### src/rtl/disp_scan_scheduler.sv
// Six-digit multiplexed display driver: a two-requester frame buffer feeding a
// scan engine that serialises one digit per dwell period into two 74HC595s.
module disp_scan_scheduler #(
  parameter int SCK_DIV = 8,
  parameter int DWELL   = 5210
) (
  input  logic       clk,
  input  logic       reset,
  input  logic       a_req,
  input  logic [2:0] a_addr,
  input  logic [7:0] a_data,
  input  logic       b_req,
  input  logic [2:0] b_addr,
  input  logic [7:0] b_data,
  output logic       a_ack,
  output logic       b_ack,
  output logic       wr_err,
  input  logic       blank,
  output logic       databit,
  output logic       shcp,
  output logic       stcp,
  output logic       enable,
  output logic       busy,
  output logic [2:0] digit_idx
);

  localparam int FRAME_MIN = 33 * SCK_DIV + 1;
  localparam int DIV_W     = (SCK_DIV > 1) ? $clog2(SCK_DIV) : 1;
  localparam int DWL_W     = $clog2(((DWELL > FRAME_MIN) ? DWELL : FRAME_MIN) + 2);
  localparam logic [DIV_W-1:0] DIV_LAST   = DIV_W'(SCK_DIV - 1);
  localparam logic [DWL_W-1:0] DWELL_LAST = DWL_W'(DWELL - 1);
  localparam logic [DIV_W-1:0] DIV_ZERO   = {DIV_W{1'b0}};
  localparam logic [DWL_W-1:0] DWL_ZERO   = {DWL_W{1'b0}};
  localparam bit SKIP_WAIT = (DWELL <= FRAME_MIN);

  typedef enum logic [2:0] {S_IDLE, S_LOAD, S_SHIFT, S_LATCH, S_WAIT} state_t;

  logic [7:0]       frame_r [6];
  logic [2:0]       loss_r, loss_n_s;
  logic             grant_a_s, grant_b_s;
  logic [2:0]       wr_addr_s;
  logic [7:0]       wr_data_s;
  logic             a_ack_r, b_ack_r, wr_err_r;

  state_t           state_r, state_n;
  logic [DIV_W-1:0] div_r, div_n;
  logic             half_r, half_n;
  logic [3:0]       bit_r, bit_n;
  logic [DWL_W-1:0] dwell_r, dwell_n;
  logic [2:0]       digit_r, digit_n, digit_inc_s;
  logic [15:0]      word_r, word_n;
  logic             busy_r, shcp_r, stcp_r, databit_r, enable_r;

  // Grant selection; B's loss count tops out at 4 because the 4th loss forces a B win.
  always_comb begin
    grant_a_s = 1'b0;
    grant_b_s = 1'b0;
    loss_n_s  = loss_r;
    if (a_req && b_req) begin
      if (loss_r == 3'd4) begin
        grant_b_s = 1'b1;
        loss_n_s  = 3'd0;
      end else begin
        grant_a_s = 1'b1;
        loss_n_s  = loss_r + 3'd1;
      end
    end else if (a_req) begin
      grant_a_s = 1'b1;
    end else if (b_req) begin
      grant_b_s = 1'b1;
      loss_n_s  = 3'd0;
    end else begin
      grant_a_s = 1'b0;
    end
    wr_addr_s = grant_b_s ? b_addr : a_addr;
    wr_data_s = grant_b_s ? b_data : a_data;
  end

  // Frame buffer, ack pulses and loss counter.
  always_ff @(posedge clk or posedge reset) begin
    if (reset) begin
      for (int i = 0; i < 6; i++) frame_r[i] <= 8'hFF;
      loss_r   <= 3'd0;
      a_ack_r  <= 1'b0;
      b_ack_r  <= 1'b0;
      wr_err_r <= 1'b0;
    end else begin
      loss_r   <= loss_n_s;
      a_ack_r  <= grant_a_s;
      b_ack_r  <= grant_b_s;
      wr_err_r <= (grant_a_s || grant_b_s) && (wr_addr_s > 3'd5);
      if ((grant_a_s || grant_b_s) && (wr_addr_s <= 3'd5)) begin
        frame_r[wr_addr_s] <= wr_data_s;
      end else begin
        loss_r <= loss_n_s;
      end
    end
  end

  assign digit_inc_s = (digit_r == 3'd5) ? 3'd0 : digit_r + 3'd1;

  // Scan next-state; dwell_r counts cycles since LOAD entry.
  always_comb begin
    state_n = state_r;
    div_n   = div_r;
    half_n  = half_r;
    bit_n   = bit_r;
    dwell_n = dwell_r + 1'b1;
    digit_n = digit_r;
    word_n  = word_r;
    case (state_r)
      S_IDLE: begin
        state_n = S_LOAD;
        dwell_n = DWL_ZERO;
      end
      S_LOAD: begin
        state_n = S_SHIFT;
        word_n  = {6'b100000 >> digit_r, 2'b00, blank ? 8'hFF : frame_r[digit_r]};
        div_n   = DIV_ZERO;
        half_n  = 1'b0;
        bit_n   = 4'd0;
      end
      S_SHIFT: begin
        if (div_r == DIV_LAST) begin
          div_n = DIV_ZERO;
          if (half_r) begin
            half_n = 1'b0;
            if (bit_r == 4'd15) state_n = S_LATCH;
            else bit_n = bit_r + 4'd1;
          end else begin
            half_n = 1'b1;
          end
        end else begin
          div_n = div_r + 1'b1;
        end
      end
      S_LATCH: begin
        if (div_r == DIV_LAST) begin
          div_n = DIV_ZERO;
          if (SKIP_WAIT) begin
            state_n = S_LOAD;
            digit_n = digit_inc_s;
            dwell_n = DWL_ZERO;
          end else begin
            state_n = S_WAIT;
          end
        end else begin
          div_n = div_r + 1'b1;
        end
      end
      S_WAIT: begin
        if (dwell_r >= DWELL_LAST) begin
          state_n = S_LOAD;
          digit_n = digit_inc_s;
          dwell_n = DWL_ZERO;
        end else begin
          state_n = S_WAIT;
        end
      end
      default: state_n = S_IDLE;
    endcase
  end

  // Scan state register; pin outputs are registered from the next-state view so they align with state_r.
  always_ff @(posedge clk or posedge reset) begin
    if (reset) begin
      state_r   <= S_IDLE;
      div_r     <= DIV_ZERO;
      half_r    <= 1'b0;
      bit_r     <= 4'd0;
      dwell_r   <= DWL_ZERO;
      digit_r   <= 3'd0;
      word_r    <= 16'h0000;
      busy_r    <= 1'b0;
      shcp_r    <= 1'b0;
      stcp_r    <= 1'b0;
      databit_r <= 1'b0;
      enable_r  <= 1'b1;
    end else begin
      state_r   <= state_n;
      div_r     <= div_n;
      half_r    <= half_n;
      bit_r     <= bit_n;
      dwell_r   <= dwell_n;
      digit_r   <= digit_n;
      word_r    <= word_n;
      busy_r    <= (state_n == S_LOAD) || (state_n == S_SHIFT) || (state_n == S_LATCH);
      shcp_r    <= (state_n == S_SHIFT) && half_n;
      stcp_r    <= (state_n == S_LATCH);
      databit_r <= (state_n == S_SHIFT) && word_n[4'd15 - bit_n];
      if ((state_r == S_LATCH) && (state_n != S_LATCH)) enable_r <= 1'b0;
      else enable_r <= enable_r;
    end
  end

  assign a_ack     = a_ack_r;
  assign b_ack     = b_ack_r;
  assign wr_err    = wr_err_r;
  assign databit   = databit_r;
  assign shcp      = shcp_r;
  assign stcp      = stcp_r;
  assign enable    = enable_r;
  assign busy      = busy_r;
  assign digit_idx = digit_r;

endmodule

### config.mk
export PLATFORM = sky130hd
export DESIGN_NAME = disp_scan_scheduler
export DESIGN_NICKNAME = d
export VERILOG_FILES = /design/src/rtl/disp_scan_scheduler.sv
export SDC_FILE = /design/constraint.sdc
export NUM_CORES = 1
export LEC_CHECK = 0
export CAP_MARGIN = 20
export CORE_MARGIN = 3
export CORE_UTILIZATION = 45
export CTS_CLUSTER_DIAMETER = 120
export CTS_CLUSTER_SIZE = 8
export DETAILED_ROUTE_END_ITERATION = 7
export REMOVE_ABC_BUFFERS = 1
export SYNTH_ARGS = -nofsm -noshare
export SYNTH_HDL_FRONTEND = slang
export SYNTH_SLANG_ARGS = --single-unit
### constraint.sdc
create_clock -name clk -period 7.55 [get_ports clk]
set_clock_uncertainty 0.05 [all_clocks]
set_input_delay 1.8875 -clock clk [delete_from_list [all_inputs] [get_ports clk]]
set_output_delay 1.8875 -clock clk [all_outputs]
set_load 0.01 [all_outputs]
==> results.cfg, run 1 <==
[sta]
max_slew.worst_pin.slew_ps = 978
finalSetupTns_ps = 0
fin_crit_sh = 0.550
whs_ps = 408
setup_viol = 0
layout_min_cycle_time_ps = 4150
finalMaxSlewViolations = 0
grt_setup_unrepaired = no
final_hold_viol_count = 0
max_freq_ghz = 0.241
relSlewSlack = 0.348

[worst_setup_path]
crit_cells = 6
path_buf_inv = 2
cp_max_fo = 20
cp_top_family = multiplexers
crit_chain = clkdlybuf4s50_1 -> nor2b_1 -> buf_4 -> mux2i_1 -> or3b_1 -> mux2_1
slowest_stage = or3b_1
end_kind = register
critical_path_class = in -> reg
crit_arrival_ps = 4370
crit_required_ps = 7760
cpPeakStageDelay_ps = 590
worst_setup_path_start_kind = primary input
rr_worst_depth = 6

[floorplanning]
rows = 38
die_y_um = 113
boundaryPins = 38
design.core.area_mm2 = 0.0110
start_util = 0.465
die_x_um = 113
die_area_mm2 = 0.0127

[power_and_ir_drop]
powerDensity_mw_per_mm2 = 238
leakage_nw = 2.42
peakVddDrop_uv = 117

[global_routing]
antenna_found_initial = 0
grt_usage = 0.170
grt_pass1_wl_um = 17300
grt_pass1_vias = 3307
grt_max_degree = 79
overflow = 0

[placed_design]
dp_cells = 585
place.gp.congestion = 0.738
port_buffers = 37
dp_hpwl_um = 6910

[final_layout]
final_cells = 603
antennaDiodeCount = 0
layout_common_cells = dfrtp_1 (53), dfstp_2 (49), mux2_1 (42)
layout-drive-gt1-share = 0.253
fill_cells = 966
multi_input_area_mm2 = 0.00234
fin_nets = 493
mostFrequentLayoutCell = dfrtp_1
seqCellArea_mm2 = 0.00261
area.growth.synth_to_final_pct = 16.1

[clock_tree]
clk_path_buf_depth = 2
cts.sinks = 102
postCtsHoldBufs = 0
clk_pin_slew_ps = 70
worstSkewPairLatency_ps = 340
htree_levels = 3
cts_root_buf = clkbuf_16
numCtsBuffers = 9
cts_tree = done
cts_setup_buffers = 0
cts_resized = 0

[route]
met2_length_um = 4620
m1WireLength_um = 5100
viasPerCell = 5.44
wirelength_um = 10200
top_layer = met4
firstDrtPassIters = 5
route.met3.wl_um = 312
drc = 0
avgRoutedWirePerCell_um = 16.9
ant_nets = 0
num_vias = 3282
drt-initial-drc-count = 149

[worst_hold_path]
hp-class = reg -> reg
hold_path_depth = 1

[logic_synthesis]
synth_cell_types = 62
synth_edf_count = 0
synth-seq-area-share = 0.512
synthesis.area_mm2 = 0.00511
synth_ff_type = dfrtp_1
ys_ff_latch = 102
async_flop_share = 1.00
yosys_warnings = 0
avgSynthCellArea_um2 = 12.1
netlist_instances = 423

[job]
cap_violations = 0

[run_status]
status = complete, no violations
-- final timing paths --
path	startpoint	slack (ps)	to
max	b_req	3400	frame_r[11]
min	enable	410	enable
max reg2reg	digit_idx[2]	4840	databit
min reg2reg	enable	410	enable
max in group asynchronous	reset	4380	word_r[1]
min in group asynchronous	reset	1800	dwell_r[8]
-- worst reg2reg max path: cells and delay by family (launching register included) --
family	cells	cell delay (ps)
multiplexers	2	720
AO/OA/AOI/OAI	4	920
flip-flops	1	930
-- area by class of cell --
cell class | instances | share of cell area
clock buffer | 9 | 0.0380
multi-input combinational | 282 | 0.394
sequential | 102 | 0.441
timing repair buffer | 43 | 0.0700
inverter | 20 | 0.0131
clock inverter | 7 | 0.0148
tap | 140 | 0.0295
-- registers in the layout, summed over array words and instances (netlist names), 3 cells and up --
name / cells
digit_idx: 3
bit_r: 4
loss_r: 3
state_r: 3
word_r: 16
div_r: 3
frame_r: 48
dwell_r: 13
-- Yosys cell counts, types with 7 or more instances --
library cell,n,area [µm²]
nand3_1,8,40.0
xnor2_1,7,61.3
dfstp_2,49,1290
nand2_1,19,71.3
dfrtp_1,53,1330
o21ai_0,8,40.0
buf_2,7,35.0
a21oi_1,26,130
mux2_1,42,473
mux2i_1,11,110
xor2_1,8,70.1
nor3_1,7,35.0
inv_1,16,60.1
ha_1,8,100
clkbuf_1,9,33.8
nor2_1,20,75.1
mux2_2,27,304
and3_1,8,50.1
-- stage by stage --
| step | setup slack [ps] | total power [W] | util | instance area (µm²) |
|---|---|---|---|---|
| 6_report | 3400 | 0.00141 | 0.540 | 5930 |
| 2_1_floorplan | 3020 | 0.000869 | - | 5020 |
| 4_1_cts | 3410 | 0.00143 | 0.539 | 5920 |
| 3_3_place_gp | 3130 | 0.000926 | 0.510 | 5600 |
| 5_1_grt | 3240 | 0.00148 | 0.540 | 5930 |
| 3_5_place_dp | 3050 | 0.000934 | 0.510 | 5600 |
-- kinds of logic after synthesis --
family | synth area share
AOI/OAI and AO/OA | 0.0992
buffers and inverters | 0.0311
xor gates and xnor gates | 0.0257
DFF | 0.512
adders and majority gates | 0.0196
muxes | 0.200
and+or+nand+nor | 0.113
-- power by group --
| part | leakage, nW | internal (W) | switching [W] |
|---|---|---|---|
| Combinational | 1.09 | 0.000103 | 0.0000795 |
| Clock | 0.149 | 0.000288 | 0.000201 |
| Sequential | 1.17 | 0.000697 | 0.0000431 |
-- layer usage --
metal  vias to the layer above  GRT usage
met5                         -          0
met4                         0     0.0553
met3                        12     0.0367
met2                        43      0.252
met1                      1626      0.249
li1                       1601          -
No activity file was read; power rests on OpenSTA's default activity.
==> run 2, diff against run 1 <==
==> constraint.sdc (replaced) <==
create_clock -name clk -period 4.3 [get_ports clk]
set_clock_uncertainty 0.05 [all_clocks]
set_input_delay 1.075 -clock clk [delete_from_list [all_inputs] [get_ports clk]]
set_output_delay 1.075 -clock clk [all_outputs]
set_load 0.01 [all_outputs]
==> results.cfg, run 2 (synthesis results as in run 1) <==
[placed_design]
port_buffers = 37
dp_hpwl_um = 7050
place.gp.congestion = 0.755
dp_cells = 587

[final_layout]
final_cells = 604
layout_common_cells = dfrtp_1 (53), dfstp_2 (49), mux2_1 (42)
mostFrequentLayoutCell = dfrtp_1
fill_cells = 936
fin_nets = 494
layout-drive-gt1-share = 0.256
top_regs = frame_r (48), word_r (16), dwell_r (13)
antennaDiodeCount = 0
top_register = frame_r
largest_reg_flops = 48
area.growth.synth_to_final_pct = 16.2

[clock_tree]
clk_pin_slew_ps = 70
cts_setup_buffers = 0
htree_levels = 3
cts.sinks = 102
cts_tree = done
cts_root_buf = clkbuf_16
cts_resized = 0
clk_path_buf_depth = 2
worstSkewPairLatency_ps = 350
postCtsHoldBufs = 0
numCtsBuffers = 9

[worst_setup_path]
cp_top_family = multiplexers
r2r-start = div_r[0]
ff2ff_setup_slack_ps = 1570
crit_required_ps = 4520
crit_arrival_ps = 3390
cp_max_fo = 8
critical_path_class = in -> reg
crit_chain = clkdlybuf4s50_1 -> nor2b_1 -> mux2i_1 -> or3b_1 -> mux2_1
end_kind = register
path_buf_inv = 1
rr_endpoint = databit
slowest_stage = or3b_1
worst_setup_path_start_kind = primary input
rr_worst_depth = 9
cpPeakStageDelay_ps = 600

[sta]
finalSetupTns_ps = 0
grt_setup_unrepaired = no
final_hold_viol_count = 0
setup_viol = 0
max_slew.worst_pin.slew_ps = 826
fin_crit_sh = 0.736
finalMaxSlewViolations = 0
layout_min_cycle_time_ps = 3170
max_freq_ghz = 0.316
relSlewSlack = 0.449

[floorplanning]
start_util = 0.465
die_x_um = 113
rows = 38
boundaryPins = 38
design.core.area_mm2 = 0.0110
die_area_mm2 = 0.0127
die_y_um = 113

[global_routing]
grt_pass1_vias = 3451
grt_usage = 0.171
grt_pass1_wl_um = 17300
antenna_found_initial = 0
overflow = 0
grt_max_degree = 59

[route]
num_vias = 3312
drc = 0
viasPerCell = 5.48
wirelength_um = 10200
drt-initial-drc-count = 183
firstDrtPassIters = 4
avgRoutedWirePerCell_um = 16.8
ant_nets = 0

[worst_hold_path]
holdPathEnd = enable
hp-class = reg -> reg
hold_path_depth = 1
worstHoldStart = enable

[power_and_ir_drop]
powerDensity_mw_per_mm2 = 414
power_frac_comb = 0.132
switching_share = 0.241
peakVddDrop_uv = 294
p_int_w = 0.00186
seqPwrFrac = 0.531
power.clock.fraction = 0.336
switchingPower_w = 0.000591
leakage_nw = 2.42

[job]
cap_violations = 0

[run_status]
status = complete, no violations
[run 2: worst max path at each step]
| stage | end | from | cells past startpoint | slack [ps] |
|---|---|---|---|---|
| floorplan | a_ack | reset | 1 | 580 |
| global placement | frame_r[15] | b_req | 5 | 850 |
| detailed placement | frame_r[12] | b_req | 5 | 780 |
| CTS | frame_r[12] | b_req | 5 | 1150 |
| global route | frame_r[16] | a_req | 9 | 900 |
| finish | frame_r[12] | b_req | 5 | 1130 |
[run 2: metal layers]
| metal | up-vias | global-route usage | part of all wire |
|---|---|---|---|
| met4 | 0 | 0.0409 | 0.0096 |
| met1 | 1662 | 0.238 | 0.49 |
| met5 | - | 0 | 0 |
| met3 | 10 | 0.0485 | 0.032 |
| li1 | 1608 | - | - |
| met2 | 32 | 0.267 | 0.47 |
[run 2: cell type report]
type                       count  area, µm²  share of cell area
clock buffer                  10        229              0.0386
clock inverter                 6       67.6              0.0114
inverter                      20       77.6              0.0131
multi-input combinational    282       2340               0.394
sequential                   102       2610               0.440
tap                          140        175              0.0295
timing repair buffer          44        435              0.0734
[run 2: power by group through the flow]
| stage | logic [W] | registers (W) | clock network (W) |
|---|---|---|---|
| 2_1_floorplan | 0.000237 | 0.00129 | 0 |
| 3_3_place_gp | 0.000318 | 0.00131 | 0 |
| 3_5_place_dp | 0.000332 | 0.00132 | 0 |
| 4_1_cts | 0.000334 | 0.00131 | 0.000852 |
| 5_1_grt | 0.000366 | 0.00133 | 0.000890 |
| 6_report | 0.000324 | 0.00130 | 0.000826 |
[run 2: through the flow]
step | setup WS, ps | utilization | hold slack, ps | power [W] | instance area, µm²
after global routing | 898 | 0.540 | 433 | 0.00258 | 5930
after detailed placement | 779 | 0.513 | 404 | 0.00165 | 5630
after global placement | 848 | 0.513 | 399 | 0.00163 | 5630
after CTS | 1150 | 0.540 | 419 | 0.00249 | 5930
after floorplan | 581 | - | 385 | 0.00153 | 5020
final | 1130 | 0.540 | 415 | 0.00245 | 5930
